==> src/rtl/fetch_stage.sv <==
// Instruction fetch stage: owns the PC, drives a level-based instruction memory
// request and fills the IF/ID pipeline register, with a one-entry pending buffer.
//
// state   | meaning
// S_BOOT  | first cycle after reset release; IF/ID bubble, no fetch
// S_FETCH | imem_req asserted for PC, response accepted when imem_ready
// S_PEND  | response captured during a stall, waiting to enter IF/ID
module fetch_stage #(
  parameter logic [31:0] RESET_PC = 32'h0040_0000
) (
  input  logic        clk,
  input  logic        rst,
  input  logic        PCWrite,
  input  logic        IF_ID_Flush,
  input  logic        IF_ID_Hold,
  input  logic [1:0]  PCSrc,
  input  logic [31:0] branch_target,
  input  logic [31:0] jump_target,
  input  logic [31:0] jr_target,
  output logic [31:0] imem_addr,
  output logic        imem_req,
  input  logic        imem_ready,
  input  logic [31:0] imem_rdata,
  output logic [31:0] IF_ID_Instr,
  output logic [31:0] IF_ID_PCPlus4,
  output logic        IF_ID_Valid
);

  typedef enum logic [1:0] {S_BOOT, S_FETCH, S_PEND} state_t;

  state_t      state, state_nx;
  logic [31:0] pc, pc_nx;
  logic [31:0] pend_instr, pend_nx;
  logic [31:0] instr_nx, pcp4_nx;
  logic        valid_nx;
  logic [31:0] pc_plus4;
  logic        stall;

  assign pc_plus4  = pc + 32'd4;
  assign stall     = IF_ID_Hold | ~PCWrite;
  assign imem_addr = pc;
  assign imem_req  = (state == S_FETCH) & ~rst;

  always_comb begin
    state_nx = state;
    pc_nx    = pc;
    pend_nx  = pend_instr;
    instr_nx = IF_ID_Instr;
    pcp4_nx  = IF_ID_PCPlus4;
    valid_nx = IF_ID_Valid;
    if (state == S_BOOT) begin
      instr_nx = '0;
      pcp4_nx  = '0;
      valid_nx = 1'b0;
      state_nx = S_FETCH;
    end else if (IF_ID_Flush) begin
      instr_nx = '0;
      pcp4_nx  = '0;
      valid_nx = 1'b0;
      pend_nx  = '0;
      state_nx = S_FETCH;
      // target low bits are dropped so the PC stays word aligned
      unique case (PCSrc)
        2'b01:   pc_nx = {branch_target[31:2], 2'b00};
        2'b10:   pc_nx = {jump_target[31:2], 2'b00};
        2'b11:   pc_nx = {jr_target[31:2], 2'b00};
        default: pc_nx = pc;
      endcase
    end else if (stall) begin
      if (state == S_FETCH && imem_ready) begin
        pend_nx  = imem_rdata;
        state_nx = S_PEND;
      end
    end else if (state == S_PEND) begin
      instr_nx = pend_instr;
      pcp4_nx  = pc_plus4;
      valid_nx = 1'b1;
      pc_nx    = pc_plus4;
      state_nx = S_FETCH;
    end else if (imem_ready) begin
      instr_nx = imem_rdata;
      pcp4_nx  = pc_plus4;
      valid_nx = 1'b1;
      pc_nx    = pc_plus4;
    end else begin
      instr_nx = '0;
      pcp4_nx  = '0;
      valid_nx = 1'b0;
    end
  end

  always_ff @(posedge clk) begin
    if (rst) begin
      state         <= S_BOOT;
      pc            <= {RESET_PC[31:2], 2'b00};
      pend_instr    <= '0;
      IF_ID_Instr   <= '0;
      IF_ID_PCPlus4 <= '0;
      IF_ID_Valid   <= 1'b0;
    end else begin
      state         <= state_nx;
      pc            <= pc_nx;
      pend_instr    <= pend_nx;
      IF_ID_Instr   <= instr_nx;
      IF_ID_PCPlus4 <= pcp4_nx;
      IF_ID_Valid   <= valid_nx;
    end
  end

endmodule

==> config.mk <==
export PLATFORM = sky130hd
export DESIGN_NAME = fetch_stage
export DESIGN_NICKNAME = d
export VERILOG_FILES = /design/src/rtl/fetch_stage.sv
export SDC_FILE = /design/constraint.sdc
export NUM_CORES = 1
export LEC_CHECK = 0
export CAP_MARGIN = 20
export CORE_ASPECT_RATIO = 0.9
export CORE_MARGIN = 2
export CORE_UTILIZATION = 25
export CTS_BUF_LIST = sky130_fd_sc_hd__clkbuf_8 sky130_fd_sc_hd__clkbuf_16
export DETAILED_ROUTE_END_ITERATION = 12
export MAX_ROUTING_LAYER = met4
export PLACE_DENSITY = 0.56
export SLEW_MARGIN = 20
export SYNTH_ARGS = -nofsm -noshare
export SYNTH_HDL_FRONTEND = slang
export SYNTH_SLANG_ARGS = --single-unit
==> constraint.sdc <==
create_clock -name clk -period 2.7 [get_ports clk]
set_input_delay 0.405 -clock clk [delete_from_list [all_inputs] [get_ports clk]]
set_output_delay 0.405 -clock clk [all_outputs]
set_load 0.01 [all_outputs]
; ---- After elaboration in Yosys (flattened, before gate mapping)
; Cells that the tools add are included.
[totals]
register_bits = 131
in_bits = 136
out_inout_bits = 98
elab_cells = 53
[classes]
addsub = 1
n_eq_ne = 9
mux = 19
bitwise = 5
n_reduce_logical = 12
[ops]
columns = operator, count
row1 = 32-bit 2-to-1 mux, 11
row2 = 32-bit case mux with 3 select lines, 1
row3 = "32-bit by 3-bit adder with 32-bit output, second input constant", 1
row4 = "2-bit equality test, second input constant", 3
row5 = 2-bit 2-to-1 mux, 3
row6 = 2-bit nonzero test, 3
row7 = "2-bit by 1-bit equality test with 1-bit output, second input constant", 2
row8 = 1-bit 2-to-1 mux, 4
row9 = "4-bit by 1-bit inequality test with 1-bit output, second input constant", 1
row10 = "4-bit by 2-bit inequality test with 1-bit output, second input constant", 1
row11 = 2-bit AND reduction, 2
row12 = 4-bit AND reduction, 1
row13 = 4-bit nonzero test, 1
row14 = 1-bit inverter, 3
row15 = 3-bit AND reduction, 1
row16 = 3-bit nonzero test, 1
row17 = 3-bit OR reduction, 1
row18 = 2-bit zero test, 1
row19 = "2-bit by 1-bit inequality test with 1-bit output, second input constant", 1
row20 = "2-bit inequality test, second input constant", 1
row21 = 1-bit AND, 1
row22 = 1-bit logical AND, 1
row23 = 1-bit bitwise OR, 1

; ---- Longest topological paths before layout
; Gate-level depths: netlist of run 1.
[depth]
word_depth = 6
depth_mapped = 8

; ---- Worst setup path after synthesis of run 1
; OpenSTA, ideal clock, no wires.
[synth_path]
path_type = flip-flop to flip-flop
startpoint = register pc[2] (netlist: imem_addr[2])
endpoint = register pc[26] (netlist: imem_addr[26])
setup_ps = 120
t_arrival_ps = 1923
path_slack_ps = 657
stages_incl_launch_ff = 7
n_path_buf = 0
synth_period_minus_slack_ps = 2043
cell_sequence = dfxtp_1 ha_1 nand4_1 nor2_1 nand4_1 a21o_1 a211o_1
[synth_between]
elab_chain_len = 5
[synth_rtl]
columns = item, line_no
row1 = start: declaration, 32  ; logic [31:0] pc, pc_nx;
row2 = start signal: assignment, 95  ; pc <= {RESET_PC[31:2], 2'b00};
row3 = start signal: assignment, 102  ; pc <= pc_nx;
row4 = 32-bit by 3-bit adder with 32-bit output (*), 39  ; assign pc_plus4 = pc + 32'd4;
row5 = 32-bit 2-to-1 mux, 80  ; end else if (imem_ready) begin
row6 = 32-bit 2-to-1 mux (*), 74  ; end else if (state == S_PEND) begin
row7 = 32-bit 2-to-1 mux (*), 69  ; end else if (stall) begin
row8 = 32-bit 2-to-1 mux (*), 56  ; end else if (IF_ID_Flush) begin
; Mark *: on every way between the ends. The rest lies on a longest branch, timed or not. The select of a mux whose other input is x is not followed.
; A chain may end at the register's enable or synchronous reset.

; ---- Worst setup path after layout of run 1
[layout_path]
startpoint = register pc[2] (netlist: imem_addr[2])
endpoint = register pc[22] (netlist: imem_addr[22])
; The elaborated chain is that of the path after synthesis.

==> results of run 1 <==
==> report_power, final <==
group / switching, µW / total (µW) / internal, µW
clock network: 901 / 2350 / 1450
registers: 45.8 / 1960 / 1920
logic: 326 / 680 / 354
total: 1270 / 4990 / 3720
==> registers in the layout (all words and copies together), names as in the netlist <==
name	count
IF_ID_Instr	32
IF_ID_Valid	1
IF_ID_PCPlus4	30
state	2
pend_instr	32
imem_addr	30
==> through the flow <==
stage / instances / util, % / worst slack, ns / hold WS [ns] / power [µW]
finish: 1276 / 38.81 / 0.4759 / 0.3242 / 4989
global route: 1276 / 38.81 / 0.3786 / 0.3236 / 5196
CTS: 1276 / 38.81 / 0.5124 / 0.3123 / 5042
detailed placement: 1244 / 36.36 / 0.2858 / 0.4391 / 2684
global placement: 1244 / 36.36 / 0.3035 / 0.4342 / 2679
floorplan: 747 / - / 0.6572 / 0.4664 / 2300
==> kinds of logic (layout without fill, tap and decap cells) <==
kind of cell | count (synthesis) | count (layout) | share of synthesized area [%]
and+or+nand+nor | 261 | 261 | 19.74
buffers and inverters | 81 | 302 | 5.326
adders and majority gates | 1 | 1 | 0.2025
muxes | 32 | 32 | 5.265
AOI/OAI and AO/OA | 215 | 215 | 24.56
DFF | 127 | 127 | 41.15
xor gates and xnor gates | 26 | 26 | 3.686
other | 1 | 4 | 0.06070
==> cells in the mapped netlist (all sizes together), types with 2 or more instances <==
cell type    n  share of area (%)
o32ai        5               0.71
a21o         4               0.49
and3         5               0.51
inv         13               0.79
xor2        14                2.0
mux2         4               0.73
dfxtp      127                 41
a211o        2               0.28
a32o         2               0.32
nand2       48                2.9
nor2b        4               0.40
nor2       128                7.8
nand2b       3               0.30
a211oi      13                1.6
clkbuf      49                3.0
xnor2       12                1.7
nand3       17                1.4
a21oi       33                2.7
a41oi        3               0.43
mux2i       28                4.5
o31ai        3               0.36
nand4       15                1.9
or2          3               0.30
and4         4               0.57
a22oi       43                5.2
nor4         5               0.61
o211ai       5               0.61
buf         19                1.6
a31oi       10                1.0
a222oi      32                5.2
nor3        15                1.2
and2         5               0.51
or4          4               0.49
o2111ai      2               0.28
a22o         5               0.71
o21ai       46                3.7
==> layout make-up <==
class	instances	area, µm²	share of cell area [%]
clock buffer	17	425.4	4.519
timing repair buffer	257	2505	26.61
multi-input combinational	539	3337	35.45
clock inverter	15	170.2	1.808
tap	308	385.4	4.094
sequential	127	2542	27.01
inverter	13	48.80	0.5183
==> metal layers <==
layer / global-route usage, % / routed length [µm] / vias to the layer above
met5: - / 0 / -
met4: 4.477 / 329 / 0
met3: 3.677 / 1320 / 26
met2: 27.56 / 10430 / 229
met1: 24.35 / 10680 / 3042
li1: - / - / 3175
==> worst max path at each step <==
stage               slack (ns)             to  depth (start not counted)         start
global route              0.38  imem_addr[30]                          6  imem_addr[2]
floorplan                 0.66  imem_addr[26]                          6  imem_addr[2]
finish                    0.48  imem_addr[22]                          7  imem_addr[2]
detailed placement        0.29  pend_instr[2]                          8    IF_ID_Hold
global placement          0.30  imem_addr[22]                          7    imem_ready
CTS                       0.51  imem_addr[22]                          7  imem_addr[2]
==> results.py, run 1 <==
metrics = {
    "setup_path": {
        "crit_fanout": 6,
        "cp_cell_sequence": "ha_1 -> nand4_1 -> nor2_1 -> buf_4 -> nand2_1 -> or4_1 -> nand3_1",
        "timing.reg2reg.worst_path_depth": 7,
        "highest_delay_cell_along_the_critical_path": "sky130_fd_sc_hd__or4_1",
        "required_ns": 3.06,
        "cp_top_family": "simple AND/OR/NAND/NOR gates",
        "regToRegEndpoint": "imem_addr[22]",
        "end_kind": "flop",
        "critical_path.startpoint_type": "flop",
        "timing_worst_setup_path_type": "flop to flop",
        "cp_num_buf_inv": 1,
        "regToRegSetupSlack_ns": 0.48,
        "critical_path_arrival_ns": 2.58,
        "rr_startpoint": "imem_addr[2]",
        "worst_path_max_stage_delay_ns": 0.41,
    },
    "final_layout": {
        "mostFrequentLayoutCell": "sky130_fd_sc_hd__clkdlybuf4s50_1",
        "area_delta_synth_final_pct": 52.37,
        "most-common-layout-cells": "sky130_fd_sc_hd__clkdlybuf4s50_1 (219), sky130_fd_sc_hd__nor2_1 (128), sky130_fd_sc_hd__dfxtp_1 (127)",
        "final_area_um2": 9414,
        "layout-drive-gt1-share_pct": 9.091,
        "antenna_cells_inserted": 0,
        "n_fill_cell": 2457,
        "nNetsFinal": 1092,
    },
    "clocking": {
        "post_cts_resized": 0,
        "worst_skew_pair.late_latency_ns": 0.42,
        "postCtsSetupBuffers": 0,
        "clockRootBuffer": "sky130_fd_sc_hd__clkbuf_16",
        "number_of_buffers_created_by_cts": 17,
        "clock_path_buffers": 2,
        "ctsHtreeMaxLevel": 4,
        "clkSinkCount": 127,
        "postCtsHoldBufs": 0,
        "clock_tree_from_tritoncts": "yes",
        "path_clk_slew_ns": 0.06,
    },
    "synthesis": {
        "sequential_fraction_of_the_synthesis_area_pct": 41.15,
        "ys_async_sr_fraction_pct": 0,
        "cells_after_synthesis": 744,
        "number_of_synthesized_flops_with_an_enable_pin": 0,
        "synth-warning-count": 0,
        "synth_cell_types": 58,
        "netlist_area_um2": 6178,
        "synth_ff_type": "sky130_fd_sc_hd__dfxtp_1",
        "synthesis.area_per_instance_um2": 8.304,
        "ys_seq_elements": 127,
    },
    "sta": {
        "rsz_0062_raised_after_global_routing": "false",
        "worst_clock_skew_ns": 0.01081,
        "worstMarginPinSlew_ns": 0.6459,
        "timing.setup.tns_ns": 0,
        "tcrit_tclk_final_pct": 82.37,
        "timing.final.max_slew_violations": 0,
        "max_freq_ghz": 0.4496,
        "setup_viol": 0,
        "relSlewSlack_pct": 56.54,
        "timing.final.hold_violations": 0,
        "final_period_minus_worst_setup_slack_ns": 2.224,
    },
    "die": {
        "die_w_um": 169.7,
        "die_footprint_um2": 25990,
        "design.core.area_um2": 24260,
        "floorplan.io_pins": 234,
        "starting_density_pct": 25.47,
        "num_rows": 54,
        "floorplan.die.height_um": 153.1,
    },
    "detailed_routing": {
        "antenna_viol_nets_final": 0,
        "routed_wirelength_um": 22760,
        "dr.pass1.iters": 5,
        "detail_route.vias_per_cell": 5.072,
        "post-route-drc-count": 0,
        "num_vias": 6472,
        "detail_route.iter0.violations": 597,
        "wl_per_cell_um": 17.83,
    },
    "power_and_ir_drop": {
        "power.leakage_uw": 0.003338,
        "power.density_nw_per_um2": 529.9,
        "vdd.ir_drop.worst_mv": 0.3761,
    },
    "global_route": {
        "grt_remaining_overflow": 0,
        "grt_pass1_vias": 6044,
        "grt_pass1_wl_um": 35460,
        "pin_count_of_the_biggest_net_entering_global_routing": 46,
        "grt_antenna_before_repair": 0,
        "grt.total_usage_pct": 18.03,
    },
    "placed_design": {
        "detailed_place.area_um2": 8818,
        "place.port_buffers": 223,
        "globalplace.congestion": 0.8050,
        "post-dp-hpwl_um": 16200,
    },
    "min_path": {
        "hold_path_end": "pend_instr[25]",
        "min_from": "rst",
        "hold_path.class": "primary input to flop",
        "cell_depth_of_the_worst_hold_path": 2,
    },
    "run": {
        "max_cap_violations": 0,
    },
    "run_status": {
        "outcome": "finished, final reports clean",
    },
}
No activity file was read; power rests on OpenSTA's default activity.
==> run 2: changes to the inputs <==
PLACE_DENSITY = 0.58   (was 0.56)
clock period = 1.8 ns   (was 2.7 ns; I/O delays follow)
==> results.py, run 2 (synthesized netlist as in run 1, its figures left out) <==
metrics = {
    "power_and_ir_drop": {
        "power.leakage_uw": 0.003843,
        "share_comb_of_total_power_pct": 14.9,
        "cellInternalPower_uw": 5838,
        "vdd.ir_drop.worst_mv": 0.6429,
        "clock_power_share_pct": 47.3,
        "power.density_nw_per_um2": 760.7,
        "net-switching-power_uw": 1896,
        "power.share.sequential_pct": 37.8,
        "sw_frac_of_total_pct": 24.52,
    },
    "sta": {
        "timing.final.max_slew_violations": 0,
        "final_period_minus_worst_setup_slack_ns": 1.775,
        "max_freq_ghz": 0.5633,
        "tcrit_tclk_final_pct": 98.63,
        "timing.setup.tns_ns": 0,
        "rsz_0062_raised_after_global_routing": "true",
        "relSlewSlack_pct": 62.60,
        "worst_clock_skew_ns": 0.01392,
        "worstMarginPinSlew_ns": 0.5609,
        "setup_viol": 0,
        "timing.final.hold_violations": 0,
    },
    "setup_path": {
        "critical_path_arrival_ns": 2.08,
        "required_ns": 2.10,
        "highest_delay_cell_along_the_critical_path": "sky130_fd_sc_hd__clkdlybuf4s50_1",
        "critical_path.most_common_cell": "sky130_fd_sc_hd__buf_4",
        "critical_path.startpoint_type": "primary input",
        "worst_path_max_stage_delay_ns": 0.41,
        "end_kind": "flop",
        "cp_num_buf_inv": 4,
        "cp_top_family": "buffers and inverters",
        "cp_cell_sequence": "clkdlybuf4s50_1 -> nand2b_2 -> o31ai_1 -> buf_4 -> buf_4 -> and2_1 -> buf_12 -> o21ai_0 -> a32o_1",
        "critical_path_cell_count": 9,
        "timing.reg2reg.worst_path_depth": 6,
        "timing_worst_setup_path_type": "primary input to flop",
        "crit_fanout": 12,
    },
    "detailed_routing": {
        "routed_wirelength_um": 23810,
        "dr.pass1.iters": 8,
        "detail_route.vias_per_cell": 5.026,
        "wl_per_cell_um": 17.74,
        "antenna_viol_nets_final": 0,
        "post-route-drc-count": 0,
        "detail_route.iter0.violations": 543,
        "num_vias": 6745,
    },
    "clocking": {
        "clockRootBuffer": "sky130_fd_sc_hd__clkbuf_16",
        "clkSinkCount": 127,
        "clock_path_buffers": 2,
        "worst_skew_pair.late_latency_ns": 0.42,
        "number_of_buffers_created_by_cts": 17,
        "ctsHtreeMaxLevel": 4,
        "path_clk_slew_ns": 0.06,
        "postCtsHoldBufs": 0,
        "clock_tree_from_tritoncts": "yes",
    },
    "final_layout": {
        "final_area_um2": 10170,
        "n_fill_cell": 2402,
        "nNetsFinal": 1158,
        "finish.cell_count_without_fillers": 1342,
        "antenna_cells_inserted": 0,
        "mostFrequentLayoutCell": "sky130_fd_sc_hd__clkdlybuf4s50_1",
        "area_delta_synth_final_pct": 64.54,
        "reg_top3": "IF_ID_Instr (32), pend_instr (32)",
        "layout-drive-gt1-share_pct": 17.89,
        "most-common-layout-cells": "sky130_fd_sc_hd__clkdlybuf4s50_1 (212), sky130_fd_sc_hd__nor2_1 (125), sky130_fd_sc_hd__dfxtp_1 (108)",
    },
    "die": {
        "design.core.area_um2": 24260,
        "num_rows": 54,
        "floorplan.die.height_um": 153.1,
        "floorplan.io_pins": 234,
        "die_footprint_um2": 25990,
        "starting_density_pct": 25.47,
        "die_w_um": 169.7,
    },
    "placed_design": {
        "post-dp-hpwl_um": 17120,
        "place.port_buffers": 223,
        "globalplace.congestion": 0.8626,
        "placed_cells_incl_taps": 1301,
        "detailed_place.area_um2": 9389,
    },
    "min_path": {
        "cell_depth_of_the_worst_hold_path": 3,
        "hold_path.class": "primary input to flop",
    },
    "global_route": {
        "grt_pass1_wl_um": 36000,
        "pin_count_of_the_biggest_net_entering_global_routing": 58,
        "grt_remaining_overflow": 0,
        "grt.total_usage_pct": 18.24,
        "grt_antenna_before_repair": 0,
        "grt_pass1_vias": 6529,
    },
    "run_status": {
        "outcome": "finished, final reports clean",
    },
    "run": {
        "max_cap_violations": 0,
    },
}
[run 2: changes by cell type in the layout (fill, tap and decap cells not counted), sizes merged]
cell,previous run,this run
clkinvlp,4,3
bufinv,3,4
clkdlybuf4s50,219,212
dlygate4sd2,0,2
dlymetal6s2s,0,5
clkinv,5,4
buf,38,103
clkbuf,17,19
[run 2: power by group through the flow]
stage	clock [µW]	combinational (µW)	sequential, µW
global placement	0	1140	2980
global route	3850	1240	2930
floorplan	0	444	3010
CTS	3740	1150	2920
detailed placement	0	1150	2980
finish	3660	1150	2920
[run 2: through the flow]
step	power (µW)	hold slack (ns)	utilization [%]	worst slack (ns)
final	7734	0.3150	41.91	0.02466
after global placement	4118	0.4319	38.71	-0.4511
after detailed placement	4124	0.4347	38.71	-0.4896
after global routing	8023	0.3261	41.91	-0.04733
after CTS	7812	0.3071	41.41	0.005435
after floorplan	3454	0.4308	-	-0.02489
[run 2: final timing paths]
| check | to | from | slack [ns] |
|---|---|---|---|
| setup / recovery | imem_addr[15] | IF_ID_Hold | 0.02 |
| hold / removal | pend_instr[30] | rst | 0.32 |
| setup reg to reg | imem_addr[30] | imem_addr[17] | 0.06 |
| hold reg to reg | IF_ID_PCPlus4[23] | IF_ID_PCPlus4[23] | 0.44 |
[run 2: final cells by class]
type | instances | area, µm² | share of cell area (%)
clock inverter | 14 | 187.7 | 1.846
tap | 308 | 385.4 | 3.791
multi-input combinational | 539 | 3403 | 33.48
timing repair buffer | 323 | 3131 | 30.79
inverter | 13 | 48.80 | 0.4800
clock buffer | 18 | 439.2 | 4.320
sequential | 127 | 2571 | 25.29
[run 2: worst min-delay path, delay by kind of cell]
family / cells / cell delay [ns]
buffers and inverters: 2 / 0.32
AND/OR/NAND/NOR: 1 / 0.10
[run 2: repair_timing]
action	4_1_cts	5_1_grt
pin swaps	1	10
setup endpoints to repair	21	28
resized for setup	9	21
gates cloned	0	1
buffers inserted	2	6
[run 2: layer usage]
metal	GRT usage, %	up-vias	routed length, µm
met5	-	-	0
met4	6.227	0	580
met1	23.64	3146	10940
li1	-	3308	-
met3	4.169	33	1517
met2	27.97	258	10780
